--- src/rtl/imem_pkg.sv ---
// Shared constants and types for the boot-loaded instruction memory.
package imem_pkg;

  localparam int DEPTH_DEF  = 32;
  localparam int ADDR_W_DEF = 5;
  localparam int LEN_W      = 6;
  localparam int BCNT_W     = 2;

  localparam logic [31:0] NOP = 32'h0000_0000;

  typedef enum logic [1:0] {
    ST_IDLE  = 2'd0,
    ST_LOAD  = 2'd1,
    ST_WRITE = 2'd2,
    ST_DONE  = 2'd3
  } state_e;

  // A load length is usable when it names at least one word and fits the RAM.
  function automatic logic len_legal(input logic [LEN_W-1:0] len, input int depth);
    return (len != '0) && (int'(len) <= depth);
  endfunction

endpackage

--- src/rtl/imem_ram.sv ---
// Instruction storage: synchronous single-port write, combinational read.
// No reset on the array so contents survive a controller reset.
module imem_ram #(
  parameter int DEPTH  = 32,
  parameter int ADDR_W = 5
) (
  input  logic              clk,
  input  logic              we,
  input  logic [ADDR_W-1:0] waddr,
  input  logic [31:0]       wdata,
  input  logic [ADDR_W-1:0] raddr,
  output logic [31:0]       rdata
);

  logic [31:0] mem_q [DEPTH];

  // Single write port, one word per cycle when the controller commits a buffer.
  always_ff @(posedge clk) begin
    if (we) mem_q[waddr] <= wdata;
  end

  assign rdata = mem_q[raddr];

endmodule

--- src/rtl/imem_boot_ctrl.sv ---
// Boot controller: assembles a big-endian byte stream into 32-bit words,
// writes them into the instruction RAM, and holds the CPU stalled until the
// requested number of words has landed.
module imem_boot_ctrl
  import imem_pkg::*;
#(
  parameter int DEPTH  = DEPTH_DEF,
  parameter int ADDR_W = ADDR_W_DEF
) (
  input  logic             Clk,
  input  logic             Reset,
  input  logic             Start,
  input  logic [LEN_W-1:0] Len,
  input  logic [7:0]       RxData,
  input  logic             RxValid,
  output logic             RxReady,
  input  logic [31:0]      CpuAddr,
  output logic [31:0]      CpuInst,
  output logic             CpuStall,
  output logic             Done,
  output logic             Err
);

  state_e              state_q, state_d;
  logic [LEN_W-1:0]    len_q, len_d;
  logic [ADDR_W-1:0]   word_cnt_q, word_cnt_d;
  logic [BCNT_W-1:0]   byte_cnt_q, byte_cnt_d;
  logic [31:0]         buf_q, buf_d;
  logic                err_q, err_d;

  logic                ram_we;
  logic [31:0]         ram_rdata;
  logic                start_ok;
  logic                last_word;

  assign start_ok  = len_legal(Len, DEPTH);
  // Word counter is narrower than Len; widen it before comparing with Len-1.
  assign last_word = (LEN_W'(word_cnt_q) == (len_q - LEN_W'(1)));

  // State, counters and assembly buffer; reset wins over every other input.
  always_ff @(posedge Clk) begin
    if (Reset) begin
      state_q    <= ST_IDLE;
      len_q      <= '0;
      word_cnt_q <= '0;
      byte_cnt_q <= '0;
      buf_q      <= '0;
      err_q      <= 1'b0;
    end else begin
      state_q    <= state_d;
      len_q      <= len_d;
      word_cnt_q <= word_cnt_d;
      byte_cnt_q <= byte_cnt_d;
      buf_q      <= buf_d;
      err_q      <= err_d;
    end
  end

  // Next-state logic: accept Start only when idle/done, shift bytes in LOAD,
  // commit one word per WRITE cycle.
  always_comb begin
    state_d    = state_q;
    len_d      = len_q;
    word_cnt_d = word_cnt_q;
    byte_cnt_d = byte_cnt_q;
    buf_d      = buf_q;
    err_d      = err_q;
    ram_we     = 1'b0;

    unique case (state_q)
      ST_IDLE, ST_DONE: begin
        if (Start) begin
          if (start_ok) begin
            state_d    = ST_LOAD;
            len_d      = Len;
            word_cnt_d = '0;
            byte_cnt_d = '0;
            err_d      = 1'b0;
          end else begin
            err_d = 1'b1;
          end
        end
      end
      ST_LOAD: begin
        // RxReady is high throughout LOAD, so RxValid alone means a handshake.
        if (RxValid) begin
          buf_d      = {buf_q[23:0], RxData};
          byte_cnt_d = byte_cnt_q + BCNT_W'(1);
          if (byte_cnt_q == BCNT_W'(3)) state_d = ST_WRITE;
        end
      end
      ST_WRITE: begin
        ram_we = 1'b1;
        if (last_word) begin
          state_d = ST_DONE;
        end else begin
          word_cnt_d = word_cnt_q + ADDR_W'(1);
          state_d    = ST_LOAD;
        end
      end
      default: state_d = ST_IDLE;
    endcase
  end

  imem_ram #(
    .DEPTH  (DEPTH),
    .ADDR_W (ADDR_W)
  ) u_ram (
    .clk   (Clk),
    .we    (ram_we),
    .waddr (word_cnt_q),
    .wdata (buf_q),
    .raddr (CpuAddr[ADDR_W+1:2]),
    .rdata (ram_rdata)
  );

  // Only the word-index bits of the PC select an instruction.
  logic unused_addr_bits;
  assign unused_addr_bits = ^{CpuAddr[31:ADDR_W+2], CpuAddr[1:0]};

  assign RxReady  = (state_q == ST_LOAD);
  assign CpuStall = (state_q != ST_DONE);
  assign Done     = (state_q == ST_DONE);
  assign Err      = err_q;
  // Feed NOPs while stalled so a speculative fetch never sees half-loaded code.
  assign CpuInst  = CpuStall ? NOP : ram_rdata;

endmodule

--- config.mk ---
export PLATFORM = sky130hd
export DESIGN_NAME = imem_boot_ctrl
export DESIGN_NICKNAME = d
export VERILOG_FILES = /design/src/rtl/imem_pkg.sv /design/src/rtl/imem_ram.sv /design/src/rtl/imem_boot_ctrl.sv
export SDC_FILE = /design/constraint.sdc
export NUM_CORES = 1
export LEC_CHECK = 0
export ABC_AREA = 1
export CELL_PAD_IN_SITES_DETAIL_PLACEMENT = 1
export CELL_PAD_IN_SITES_GLOBAL_PLACEMENT = 1
export CORE_MARGIN = 2
export CORE_UTILIZATION = 53
export DETAILED_ROUTE_END_ITERATION = 7
export HOLD_SLACK_MARGIN = 0.06
export PLACE_DENSITY_LB_ADDON = 0.25
export SLEW_MARGIN = 30
export SYNTH_ARGS = -nofsm -noshare
export SYNTH_HDL_FRONTEND = slang
export SYNTH_SLANG_ARGS = --single-unit
--- constraint.sdc ---
create_clock -name Clk -period 4.31 [get_ports Clk]
set_input_delay 0.6465 -clock Clk [delete_from_list [all_inputs] [get_ports Clk]]
set_output_delay 0.6465 -clock Clk [all_outputs]
set_load 0.02 [all_outputs]
Yosys cells after proc, flatten, opt, wreduce, memory -nomap -nowiden
Memories as Yosys holds them, arrays and structs flattened.
Index checks and enable logic that the tools add are counted.

operators by class
  $add $sub $neg = 3
  $lt $le $gt $ge = 1
  eq/ne operators = 11
  muxes and demuxes = 19
  reduce and logical (&&, ||, !) cells = 12

operators by type and width
  cell                                                                    number
  32-bit 2-to-1 mux                                                       1
  2-bit 2-to-1 mux                                                        8
  5-bit 2-to-1 mux                                                        3
  4-bit AND reduction                                                     3
  2-bit != test (second input constant)                                   5
  5-bit case mux with 2 select lines                                      1
  2-bit equality test (second input constant)                             3
  5-bit by 6-bit equality test with 1-bit output                          1
  6-bit less-or-equal comparator (second input constant)                  1
  2-bit case mux with 3 select lines                                      1
  6-bit nonzero test                                                      1
  6-bit by 1-bit subtractor with 6-bit output (second input constant)     1
  5-bit by 1-bit adder with 5-bit output (second input constant)          1
  1-bit 2-to-1 mux                                                        4
  2-bit case mux with 2 select lines                                      1
  2-bit AND reduction                                                     2
  2-bit nonzero test                                                      2
  3-bit AND reduction                                                     1
  2-bit by 1-bit adder with 2-bit output (second input constant)          1
  2-bit by 1-bit equality test with 1-bit output (second input constant)  1
  2-bit zero test                                                         1
  2-bit by 1-bit != test with 1-bit output (second input constant)        1
  2-bit OR reduction                                                      1
  1-bit logical AND                                                       1

storage, ports and cells
  register bits = 48
  memory bits (writable) = 1024
  memories = 1

memory list
  name         words  width  rd ports  clocked after memory_dff  write ports  RTL line        text
  u_ram.mem_q  32     32     1         0                         1            imem_ram.sv:15  logic [31:0] mem_q [DEPTH];

Logic depth before layout (Yosys ltp)
Gate-level depths: netlist (run 1).

  word-level depth = 5
  gate-level depth with buffers = 14

Hierarchy
Synthesis (run 1) repeated with hierarchy kept, for this count alone.

second synthesis, totals
  cells, all modules = 3879
  area total of the unflattened synthesis = 44222.4 sq um

modules (own cells, without submodules)
  module          times used  cells an instance  area an instance (sq um)  seq. area each (sq um)
  imem_ram        1           3504               41765.1                   30749.5
  imem_boot_ctrl  1           375                2457.4                    960.9

Worst setup path before layout (run 1)
No wires, ideal clock.

  path kind = register to register
  start point = reg state_q[0]
  end point = mem u_ram.mem_q[10][0] (enable)
  library setup time = 0.421 ns
  arrival = 2.365 ns
  path slack = 1.524 ns
  cell stages (with the launch flop) = 6
  clock period less this slack = 2.786 ns
  cell sequence = dfxtp_1 inv_1 ha_1 clkbuf_1 nand2_1 nor2_1

between the ends
  word-level cells in the longest chain between the ends = 4

RTL lines
  item                                    RTL line              text
  start, declared                         imem_boot_ctrl.sv:24  state_e state_q, state_d;
  start signal, assigned                  imem_boot_ctrl.sv:50  state_q <= state_d;
  2-bit equality test                     imem_boot_ctrl.sv:70  unique case (state_q)
  1-bit 2-to-1 mux                        imem_boot_ctrl.sv:70
  1-bit 2-to-1 mux                        imem_ram.sv:19        if (we) mem_q[waddr] <= wdata;
  1-bit 2-to-1 mux (not written as such)  imem_ram.sv:19
  end, declared                           imem_ram.sv:15

No other way between the ends.

Worst setup path in the final report (run 1)
  start point = in CpuAddr[2]
  end point = out CpuInst[20]

between the ends
  word-level cells in the longest chain between the ends = 2

RTL lines
  item                RTL line               text
  start, declared     imem_boot_ctrl.sv:17   input logic [31:0] CpuAddr,
  memory 32 x 32 bit  -
  32-bit 2-to-1 mux   imem_boot_ctrl.sv:126  assign CpuInst = CpuStall ? NOP : ram_rdata;
  end, declared       imem_boot_ctrl.sv:18   output logic [31:0] CpuInst,

No other way between the ends.

==> flow_metrics.env, run 1 <==
export IMPL_outcome="finished, final reports clean"
export IMPL_grt_pass1_wl_microns=206000
export IMPL_cp_slowest_stage_delay_ns=0.70
export IMPL_htreeDepth=3
export IMPL_switchingPower_mw=6.37
export IMPL_path_max_fanout=108
export IMPL_clk_latency_ns=0.69
export IMPL_rsz0062_at_grt="false"
export IMPL_synth_top_cell_area_share=0.710
export IMPL_place_ws_ns=0.322
export IMPL_p_comb_frac=0.094
export IMPL_vias=30900
export IMPL_path_class="primary input to primary output"
export IMPL_fillers=7988
export IMPL_timing_final_crit_share=0.940
export IMPL_drive_gt1_frac=0.0864
export IMPL_placedCellCount=4670
export IMPL_cts_resized=0
export IMPL_syn_nets=3745
export IMPL_antenna_left=0
export IMPL_dieArea_sq_mm=0.0841
export IMPL_cap_violations=0
export IMPL_worst_clock_skew_ns=0.0328
export IMPL_worstHoldStart="len_q[1]"
export IMPL_tightest_slew_ns=0.977
export IMPL_first_iter_violations=3495
export IMPL_routed_wl_microns=140000
export IMPL_post_cts_setup_buffers=0
export IMPL_yosys_warnings=0
export IMPL_crit_path_end_kind="primary output"
export IMPL_holdBufCountCts=0
export IMPL_nets=3779
export IMPL_synth_seq_cells=1072
export IMPL_synth_largest_area_cell="edfxtp_1"
export IMPL_instances_no_fill=4869
export IMPL_path_cells="buf_8, inv_16, buf_12, o21ai_0, o22ai_1, o21ai_0, nor2_1, nor2_1, nor2_1, clkdlybuf4s50_1"
export IMPL_setup_viol=0
export IMPL_grt_total_usage=0.329
export IMPL_final_util=0.608
export IMPL_hold_path_class="register to register"
export IMPL_place_congestion=0.777
export IMPL_layout_setup_ws_ns=0.258
export IMPL_p_int_mw=18.2
export IMPL_port_buffers=58
export IMPL_avgViaCountPerCell=6.34
export IMPL_slew_limit_headroom=0.349
export IMPL_hpwl_microns=73500
export IMPL_hold_viol=0
export IMPL_syn_to_final_growth_pct=13.2
export IMPL_ctsLongestPathBuffers=3
export IMPL_fin_area_sq_mm=0.0491
export IMPL_start_util=0.537
export IMPL_placed_cell_area_sq_mm=0.0456
export IMPL_yosys_top_cells_area="edfxtp_1, nand2_1, nand3_1"
export IMPL_switching_share=0.260
export IMPL_clockRootBuffer="clkbuf_16"
export IMPL_cts_buffers=107
export IMPL_die_y_microns=290
export IMPL_syn_avg_cell_area_sq_um=11.8
export IMPL_antennaDiodeCount=0
export IMPL_setup_worst_path_start="CpuAddr[2]"
export IMPL_fin_hold_ws_ns=0.481
export IMPL_synth_distinct_cells=28
export IMPL_pwr_share_clk=0.378
export IMPL_fin_tns_setup_ns=0
export IMPL_route_detailed_drc=0
export IMPL_core_area_sq_mm=0.0807
export IMPL_crit_slowest_cell="clkdlybuf4s50_1"
export IMPL_crit_path_start_kind="primary input"
export IMPL_die_w_microns=290
export IMPL_power_frac_seq=0.528
export IMPL_ys_seq_area_frac=0.732
export IMPL_netlist_instances=3685
export IMPL_first_global_vias=32700
export IMPL_num_rows=104
export IMPL_antenna_found_initial=2
export IMPL_ioPinCount=86
export IMPL_p_per_area_mw_per_mm2=500
export IMPL_cp_arrival_ns=3.41
export IMPL_maxSlewViolCount=0
export IMPL_layout_min_cycle_time_ns=4.05
export IMPL_r2r_start="state_q[0]"
export IMPL_cts_sinks=1072
export IMPL_synth_area_sq_mm=0.0433
export IMPL_cts_tree="done"
export IMPL_drt_pass1_iter_count=5
export IMPL_overflow=0
export IMPL_timing_fmax_ghz=0.247
export IMPL_peakVddDrop_mv=0.536
export IMPL_p_leak_nw=17.3
export IMPL_required_ns=3.66
export IMPL_wl_per_cell_microns=28.7
export IMPL_path_clk_slew_ns=0.05
export IMPL_crit_top_cell="nor2_1"
export IMPL_grt_max_degree=134
export IMPL_totalPowerFinal_mw=24.5
==> per-layer routing <==
| layer | global-route usage | share of wire |
|---|---|---|
| met4 | 0.155 | 0.048 |
| met3 | 0.0533 | 0.082 |
| met1 | 0.421 | 0.38 |
| met2 | 0.554 | 0.49 |
| met5 | 0 | 0.000050 |
==> flip-flops by register name, indices dropped and copies added, names as in the netlist <==
register / cells
Err: 1
buf_q: 32
byte_cnt_q: 2
len_q: 6
state_q: 2
u_ram.mem_q: 1024
word_cnt_q: 5
==> worst paths after layout <==
check	endpoint	cells past startpoint	slack, ns
setup / recovery	CpuInst[20]	10	0.26
hold / removal	len_q[1]	2	0.48
hold reg to reg	len_q[1]	2	0.48
setup reg to reg	u_ram.mem_q[0][10]	5	1.34
==> layout make-up <==
type                    count  area, sq um  share of cell area
flip-flops and latches   1072        31700               0.647
clock inverters            57          527              0.0107
well taps                1060         1330              0.0270
inverters                  36          161             0.00329
multi-input cells        2341        10500               0.214
clock buffers             142         2910              0.0594
repair buffers            161         1900              0.0388
==> power by group through the flow <==
| stage | Clock [mW] | Combinational (mW) | Sequential [mW] |
|---|---|---|---|
| 2_1_floorplan | 0 | 1.36 | 12.8 |
| 3_3_place_gp | 0 | 2.12 | 13.1 |
| 3_5_place_dp | 0 | 2.25 | 13.2 |
| 4_1_cts | 9.32 | 2.29 | 12.9 |
| 5_1_grt | 9.68 | 2.50 | 13.0 |
| 6_report | 9.28 | 2.31 | 12.9 |
==> worst max-delay path, delay by kind of cell <==
kind | cells | cell delay, ns
AOI/OAI and AO/OA | 3 | 0.44
buffers and inverters | 4 | 1.59
and+or+nand+nor | 3 | 0.60
==> cell usage after synthesis (all sizes together) <==
cell    count
a211oi      1
a21oi     117
buf       167
clkbuf     69
clkinv      1
dfxtp      48
edfxtp   1024
ha         10
inv        35
nand2     932
nand3     473
nand4       4
nor2      443
nor3        1
o211ai      6
o21ai     286
o22a        5
o22ai      27
o31ai      33
or2         2
xnor2       1
==> cell usage in the layout (no fill, tap or decap), types with 27 or more instances in the layout <==
cell type | Yosys | final
nor2_4 | 0 | 32
clkbuf_16 | 0 | 110
o22ai_1 | 27 | 27
dfxtp_2 | 0 | 31
clkdlybuf4s50_1 | 0 | 52
inv_1 | 32 | 30
o21ai_1 | 48 | 48
o21ai_0 | 238 | 238
a21oi_1 | 117 | 117
o31ai_1 | 33 | 33
clkbuf_1 | 69 | 28
nor2_1 | 443 | 411
buf_4 | 23 | 63
nand2_1 | 932 | 932
nand3_1 | 473 | 473
edfxtp_1 | 1024 | 1024
buf_12 | 0 | 41
==> cell families after synthesis <==
logic type | share of synthesized area
AOI/OAI and AO/OA | 0.0584
xor gates and xnor gates | 0.000202
adders and majority gates | 0.00289
buffers and inverters | 0.0321
DFF | 0.732
and+or+nand+nor | 0.175
(Power assumes the default switching activity.)
==> run 2: changes to the inputs <==
CAP_MARGIN = 20   (was default)
CORE_MARGIN = default   (was 2)
==> run 2 against run 1 <==
Compared with the run above:
- hold slack got worse by 0.0035 ns
- critical endpoint is now CpuInst[10]
- register-to-register slack lost 0.16 ns
- sequential share of layout area shrank 0.19 points
- wire length is 0.34% lower
- clock skew down 0.011 ns
- combinational power up 2%
- power increased by 2.9%
- utilization grew 0.18 points
==> flow_metrics.env, run 2 (synthesis results as in run 1) <==
export IMPL_required_ns=3.66
export IMPL_first_global_vias=32600
export IMPL_die_w_microns=288
export IMPL_final_common_cell="edfxtp_1"
export IMPL_route_detailed_drc=0
export IMPL_rsz0062_at_grt="false"
export IMPL_routed_wl_microns=139000
export IMPL_syn_to_final_growth_pct=13.5
export IMPL_path_class="primary input to primary output"
export IMPL_final_util=0.610
export IMPL_hold_path_class="register to register"
export IMPL_largest_reg_flops=1024
export IMPL_num_rows=104
export IMPL_port_buffers=58
export IMPL_antenna_found_initial=1
export IMPL_holdBufCountCts=0
export IMPL_placed_cell_area_sq_mm=0.0455
export IMPL_worst_clock_skew_ns=0.0219
export IMPL_reg2reg_slack_ns=1.18
export IMPL_hold_viol=0
export IMPL_crit_path_start_kind="primary input"
export IMPL_die_y_microns=288
export IMPL_fin_hold_ws_ns=0.478
export IMPL_reg2reg_depth=5
export IMPL_post_cts_setup_buffers=0
export IMPL_htreeDepth=3
export IMPL_layout_common_cells="edfxtp_1, nand2_1, nand3_1"
export IMPL_clk_latency_ns=0.69
export IMPL_cap_violations=0
export IMPL_drt_pass1_iter_count=8
export IMPL_crit_path_end="CpuInst[10]"
export IMPL_timing_fmax_ghz=0.246
export IMPL_ioPinCount=86
export IMPL_top_register="u_ram.mem_q"
export IMPL_first_iter_violations=3208
export IMPL_start_util=0.537
export IMPL_top_regs="u_ram.mem_q (1024), buf_q (32), len_q (6)"
export IMPL_cts_tree="done"
export IMPL_outcome="finished, final reports clean"
export IMPL_avgViaCountPerCell=6.31
export IMPL_slew_limit_headroom=0.324
export IMPL_core_area_sq_mm=0.0807
export IMPL_wl_per_cell_microns=28.6
export IMPL_vias=30800
export IMPL_layout_min_cycle_time_ns=4.06
export IMPL_reg2reg_to="u_ram.mem_q[0][0]"
export IMPL_place_congestion=0.791
export IMPL_grt_max_degree=119
export IMPL_setup_viol=0
export IMPL_r2r_start="state_q[0]"
export IMPL_dieArea_sq_mm=0.0829
export IMPL_drive_gt1_frac=0.0918
export IMPL_tightest_slew_ns=1.01
export IMPL_hpwl_microns=73200
export IMPL_p_leak_nw=17.4
export IMPL_setup_worst_path_start="CpuAddr[2]"
export IMPL_nets=3782
export IMPL_ctsLongestPathBuffers=3
export IMPL_ff_latch_area_sq_mm=0.0317
export IMPL_antenna_left=0
export IMPL_fin_area_sq_mm=0.0492
export IMPL_cp_arrival_ns=3.42
export IMPL_fillers=8003
export IMPL_grt_pass1_wl_microns=205000
export IMPL_fin_tns_setup_ns=0
export IMPL_cts_resized=0
export IMPL_clockRootBuffer="clkbuf_16"
export IMPL_cts_buffers=108
export IMPL_timing_final_crit_share=0.942
export IMPL_crit_path_end_kind="primary output"
export IMPL_cts_sinks=1072
export IMPL_overflow=0
export IMPL_multi_input_area_sq_mm=0.0105
export IMPL_grt_total_usage=0.339
export IMPL_peakVddDrop_mv=0.338
export IMPL_path_clk_slew_ns=0.06
export IMPL_p_per_area_mw_per_mm2=513
export IMPL_path_max_fanout=118
export IMPL_maxSlewViolCount=0
## run 2: how the worst min path moves through the flow
stage                       start             to  slack, ns  cells after the start
floorplan           byte_cnt_q[1]  byte_cnt_q[1]       0.44                      2
global placement    byte_cnt_q[1]  byte_cnt_q[1]       0.46                      2
detailed placement  byte_cnt_q[1]  byte_cnt_q[1]       0.47                      2
CTS                 byte_cnt_q[1]  byte_cnt_q[1]       0.48                      2
global route        byte_cnt_q[1]  byte_cnt_q[1]       0.53                      2
finish              byte_cnt_q[1]  byte_cnt_q[1]       0.48                      2
## run 2: critical path: stages
cell and delay (ns):
buf_8 0.34, buf_12 0.45, nand2_1 0.10, nand3_1 0.12, nand2_1 0.07, a21oi_1 0.19
o31ai_1 0.11, nand2_1 0.09, nor2_1 0.05, nor2_1 0.40, clkdlybuf4s50_1 0.71
## run 2: area by class of cell
| type | count | area share |
|---|---|---|
| tap | 1060 | 0.0270 |
| sequential | 1072 | 0.645 |
| clock buffer | 142 | 0.0602 |
| timing repair buffer | 163 | 0.0359 |
| clock inverter | 59 | 0.0155 |
| antenna | 1 | 0.0000509 |
| inverter | 36 | 0.00328 |
| multi-input combinational | 2341 | 0.213 |
## run 2: metal layers
metal	global-route usage	part of all wire	vias to the layer above	wire (microns)
met4	0.162	0.051	0	7100
met1	0.437	0.38	15800	52900
met2	0.565	0.49	1504	68600
li1	-	-	13100	-
met5	0	0	-	0
met3	0.0501	0.076	398	10600
## run 2: stage by stage
step	total power, mW	setup WS, ns	std cells
finish	25.2	0.248	4874
floorplan	14.2	1.52	3685
global route	25.9	0.0949	4873
CTS	25.2	0.327	4873
global placement	15.2	0.486	4672
detailed placement	15.4	0.342	4672
## run 2: power breakdown
group	switching (mW)	internal [mW]
Combinational	1.70	0.646
Sequential	0.704	12.2
Clock	4.14	5.81
